--- src/rtl/io_board_interface_if.sv ---
// Core-side buses of the board I/O block: the core drives io_output_bus and reads io_input_bus.
interface io_board_interface_if;
    logic [13:0] io_input_bus;
    logic [51:0] io_output_bus;

    modport master (
        input  io_input_bus,
        output io_output_bus
    );

    modport slave (
        output io_input_bus,
        input  io_output_bus
    );
endinterface

--- src/rtl/io_board_interface.sv ---
// Board I/O: synchronized (optionally debounced) KEY/SW inputs, registered HEX/LED outputs.
// Define IO_DEBOUNCE_EN to compile in the per-bit debouncers; otherwise DEBOUNCE_CYCLES is ignored.
module io_board_interface #(
    parameter logic [15:0] DEBOUNCE_CYCLES = 16'd50000
) (
    input  logic                  clock,
    input  logic                  reset,
    input  logic [3:0]            KEY,
    input  logic [9:0]            SW,
    io_board_interface_if.slave   core,
    output logic [6:0]            HEX0,
    output logic [6:0]            HEX1,
    output logic [6:0]            HEX2,
    output logic [6:0]            HEX3,
    output logic [6:0]            HEX4,
    output logic [6:0]            HEX5,
    output logic [9:0]            LEDR
);
    localparam int unsigned NBITS = 14;
    localparam logic [NBITS-1:0] RAW_IDLE = {4'hF, 10'h000};

    if (DEBOUNCE_CYCLES == 16'd0) begin : g_illegal_debounce
        $error("DEBOUNCE_CYCLES must be in 1..65535");
    end

    logic [NBITS-1:0] raw;
    logic [NBITS-1:0] sync1;
    logic [NBITS-1:0] sync2;
    logic [NBITS-1:0] active;

    assign raw = {KEY, SW};

    // Synchronizers reset to the idle raw level so no false edge follows reset.
    always_ff @(posedge clock) begin
        if (reset) begin
            sync1 <= RAW_IDLE;
            sync2 <= RAW_IDLE;
        end else begin
            sync1 <= raw;
            sync2 <= sync1;
        end
    end

    assign active = {~sync2[13:10], sync2[9:0]};

`ifdef IO_DEBOUNCE_EN
    logic [NBITS-1:0] stable;
    logic [15:0]      count [NBITS];

    // Counter only runs while a bit disagrees with its stable value; it tops out at DEBOUNCE_CYCLES-1.
    always_ff @(posedge clock) begin
        if (reset) begin
            stable <= '0;
            for (int unsigned i = 0; i < NBITS; i++) begin
                count[i] <= '0;
            end
        end else begin
            for (int unsigned i = 0; i < NBITS; i++) begin
                if (active[i] == stable[i]) begin
                    count[i] <= '0;
                end else if (count[i] == DEBOUNCE_CYCLES - 16'd1) begin
                    stable[i] <= active[i];
                    count[i]  <= '0;
                end else begin
                    count[i] <= count[i] + 16'd1;
                end
            end
        end
    end

    assign core.io_input_bus = stable;
`else
    assign core.io_input_bus = active;
`endif

    always_ff @(posedge clock) begin
        if (reset) begin
            HEX0 <= '1;
            HEX1 <= '1;
            HEX2 <= '1;
            HEX3 <= '1;
            HEX4 <= '1;
            HEX5 <= '1;
            LEDR <= '0;
        end else begin
            HEX5 <= ~core.io_output_bus[51:45];
            HEX4 <= ~core.io_output_bus[44:38];
            HEX3 <= ~core.io_output_bus[37:31];
            HEX2 <= ~core.io_output_bus[30:24];
            HEX1 <= ~core.io_output_bus[23:17];
            HEX0 <= ~core.io_output_bus[16:10];
            LEDR <= core.io_output_bus[9:0];
        end
    end
endmodule

--- src/flat_wrapper.sv ---
// flat-port wrapper written by rule: the top's interface ports become plain ports
module io_board_interface_flat 
#(
    parameter logic [15:0] DEBOUNCE_CYCLES = 16'd50000
)
  (clock, reset, KEY, SW, HEX0, HEX1, HEX2, HEX3, HEX4, HEX5, LEDR, core_io_input_bus, core_io_output_bus);
  io_board_interface_if core_i ();
  input  logic clock;
  input  logic reset;
  input  logic [3:0] KEY;
  input  logic [9:0] SW;
  output logic [6:0] HEX0;
  output logic [6:0] HEX1;
  output logic [6:0] HEX2;
  output logic [6:0] HEX3;
  output logic [6:0] HEX4;
  output logic [6:0] HEX5;
  output logic [9:0] LEDR;
  output wire logic [$bits(core_i.io_input_bus)-1:0] core_io_input_bus;
  input wire logic [$bits(core_i.io_output_bus)-1:0] core_io_output_bus;
  assign core_io_input_bus = core_i.io_input_bus;
  assign core_i.io_output_bus = core_io_output_bus;
  io_board_interface #(.DEBOUNCE_CYCLES(DEBOUNCE_CYCLES)) u_core (.clock(clock), .reset(reset), .KEY(KEY), .SW(SW), .core(core_i), .HEX0(HEX0), .HEX1(HEX1), .HEX2(HEX2), .HEX3(HEX3), .HEX4(HEX4), .HEX5(HEX5), .LEDR(LEDR));
endmodule
--- config.mk ---
export PLATFORM = sky130hd
export DESIGN_NAME = io_board_interface_flat
export DESIGN_NICKNAME = d
export VERILOG_FILES = /design/src/rtl/io_board_interface_if.sv /design/src/rtl/io_board_interface.sv /design/src/flat_wrapper.sv
export SDC_FILE = /design/constraint.sdc
export NUM_CORES = 1
export LEC_CHECK = 0
export ABC_AREA = 1
export CAP_MARGIN = 20
export CORE_ASPECT_RATIO = 0.7
export CORE_MARGIN = 8
export CORE_UTILIZATION = 25
export CTS_BUF_LIST = sky130_fd_sc_hd__clkbuf_2 sky130_fd_sc_hd__clkbuf_4 sky130_fd_sc_hd__clkbuf_8
export CTS_CLUSTER_DIAMETER = 120
export DETAILED_ROUTE_END_ITERATION = 8
export PLACE_DENSITY = 0.7
export SYNTH_ARGS = -nofsm -noshare
export SYNTH_HDL_FRONTEND = slang
export SYNTH_SLANG_ARGS = --single-unit
export TNS_END_PERCENT = 100
--- constraint.sdc ---
create_clock -name clock -period 0.9 [get_ports clock]
set_input_delay 0.18 -clock clock [delete_from_list [all_inputs] [get_ports clock]]
set_output_delay 0.18 -clock clock [all_outputs]
set_load 0.005 [all_outputs]
==> results.tsv <==
stage	metric	value	unit
power_and_ir_drop	total_power	6.61	mW
timing	skew	2.86	ps
critical_path	critPathKind	reg2out	
timing	setup_viol	66	
run	maxCapViolations	0	
floorplanning	die_x	128	µm
timing	maxSlewHeadroom	89.4	%
finish	area_delta_synth_final	63.0	%
timing	worst_pin_slew	159	ps
timing	fin_ws	-85.6	ps
power_and_ir_drop	power.density	1860	nW/µm²
placement	place_congestion	0.710	
run_status	violations	setup timing	
critical_path	cp.required	720	ps
placement	dp_slack	-249	ps
cts	ctsHoldBuffers	0	
cts	clk_latency	340	ps
global_routing	grt_max_degree	32	
logic_synthesis	synth_area_leaders	dfxtp_1 (74%), nand2_1 (8.6%), inv_1 (7.2%)	
critical_path	arrival	810	ps
routing	wl_per_cell	11.7	µm
logic_synthesis	syn_nets	289	
cts	clock_sinks	80	
critical_path	start_kind	register	
routing	drc_errors	0	
routing	ant_nets	0	
timing	final.period_utilization	110	%
cts	cts_root_buf	clkbuf_8	
floorplanning	start_util	25.8	%
critical_path	crit_fanout	1	
power_and_ir_drop	vdd_drop_max	1030	µV
power_and_ir_drop	pwr-share-seq	57.1	%
timing	maxSlewViolCount	0	
floorplanning	die_h	94.1	µm
logic_synthesis	synth-seq-area-share	73.5	%
global_routing	overflow	0	
cts	post_cts_buffers	0	
global_routing	grt_pass1_vias	1758	
floorplanning	core_region_area	8440	µm²
logic_synthesis	syn-cell-area	2180	µm²
floorplanning	num_io_pins	134	
routing	num_vias	1693	
placement	port_buffers	133	
critical_path	worst_setup_path_end_kind	primary output	
global_routing	grt_pass1_wl	8610	µm
run_status	status	complete, but fails checks	
logic_synthesis	synthDistinctLibCells	7	
finish	fin_nets	419	
cts	cts_made_buffers	9	
power_and_ir_drop	p_sw_share	21.7	%
cts	cts_max_level	3	
global_routing	groute.usage.overall	9.55	%
routing	via_per_inst	3.56	
logic_synthesis	synth_top_area_cell	dfxtp_1	
floorplanning	rows	28	
power_and_ir_drop	p_switching	1.44	mW
cts	cts_tree	yes	
logic_synthesis	synth_top_area_share	73.5	%
logic_synthesis	synth_seq_cells	80	
timing	clock.fmax	1.01	GHz
logic_synthesis	yosysWarnings	0	
logic_synthesis	syn_inst	221	
finish	diodes	0	
logic_synthesis	syn_avg_cell_area	9.86	µm²
cts	cts_buffer_depth	2	
power_and_ir_drop	clkPwrFrac	32.4	%
routing	dr.pass1.iters	6	
floorplanning	design.die.area	12000	µm²
power_and_ir_drop	power_frac_comb	10.5	%
hold_path	holdCritPathClass	in2reg	
routing	drt_iter0_markers	58	
finish	drive_above_1_share	29.9	%
power_and_ir_drop	p_int	5.18	mW
power_and_ir_drop	p_leak	1.72	nW
timing	timing.final.crit_period	986	ps
global_routing	antenna_found_initial	0	
timing	rsz0062_at_grt	yes	
finish	mostFrequentLayoutCells	clkdlybuf4s50_1 (67), dfxtp_1 (61), nand2_1 (50), buf_2 (50), inv_1 (41)	
finish	final_common_cell	clkdlybuf4s50_1	
placement	hpwl	4390	µm
cts	clkTransAtPathRegs	70	ps
finish	nFillCells	831	
routing	drt_wl_total	5560	µm
timing	hold_violations	0	
==> critical path: stages (launching register included) <==
cell	delay, ps
dfxtp_1	310
inv_1	40
buf_2	120
==> metal layers <==
metal  routed length (µm)  part of all wire, %  track usage (%)
met5                    0                    0                0
met1                 2200                   40             8.79
met2                 2490                   45             15.3
met4                  104                  1.9             5.32
met3                  753                   14             7.20
==> cells in the mapped netlist <==
cell / count
nor2_1: 30
inv_2: 1
nand2_1: 50
inv_1: 42
dfxtp_1: 80
buf_2: 8
buf_4: 10
==> final cells by class <==
cell class | count | area (µm²) | area share (%)
clock buffers | 10 | 131 | 3.70
clock inverters | 5 | 25.0 | 0.705
multi-input cells | 80 | 300 | 8.46
well taps | 120 | 150 | 4.23
flip-flops and latches | 80 | 1630 | 45.8
inverters | 43 | 161 | 4.55
repair buffers | 137 | 1160 | 32.6
==> registers in the layout (all words and copies together), names as in the netlist <==
signal	flops
u_core.sync1	14
u_core.sync2	14
u_core.LEDR	10
u_core.HEX0	7
u_core.HEX1	7
u_core.HEX2	7
u_core.HEX3	7
u_core.HEX4	7
u_core.HEX5	7
==> power groups by stage <==
stage / clock, mW / sequential (mW) / combinational (mW)
floorplan: 0 / 3.86 / 0.170
global placement: 0 / 3.84 / 0.800
detailed placement: 0 / 3.85 / 0.809
CTS: 2.29 / 3.76 / 0.678
global route: 2.45 / 3.79 / 0.766
finish: 2.15 / 3.77 / 0.694
==> kinds of logic after synthesis <==
kind of cell,count (synthesis),synth area share [%]
buffers and inverters,61,12.7
and+or+nand+nor,80,13.8
DFF,80,73.5
==> per-stage QoR <==
step / hold WS [ps] / setup TNS, ps / util [%] / cells / cell area (µm²)
detailed placement: 393 / -21810 / 42.6 / 460 / 3600
floorplan: 250 / 0 / - / 221 / 2180
CTS: 284 / -5000 / 40.9 / 475 / 3450
global placement: 392 / -21380 / 42.6 / 460 / 3600
global route: 278 / -6790 / 42.0 / 475 / 3550
finish: 316 / -2580 / 42.0 / 475 / 3550
==> what timing repair did <==
action / 4_1_cts / 5_1_grt
resized for setup: 273 / 27
endpoints found under the hold margin: 0 / 0
gates cloned: 0 / 0
endpoints found under the setup margin: 66 / 66
pin swaps: 0 / 0
==> final timing paths <==
kind,startpoint,endpoint,slack [ps],depth (start not counted)
setup / recovery,u_core.sync2[10],core_io_input_bus[10],-90,2
setup reg to reg,u_core.sync1[13],u_core.sync2[13],410,2
hold / removal,core_io_output_bus[32],u_core.HEX3[1],320,2
hold reg to reg,u_core.sync1[2],u_core.sync2[2],400,2
Power figures use the tool's default switching activity.
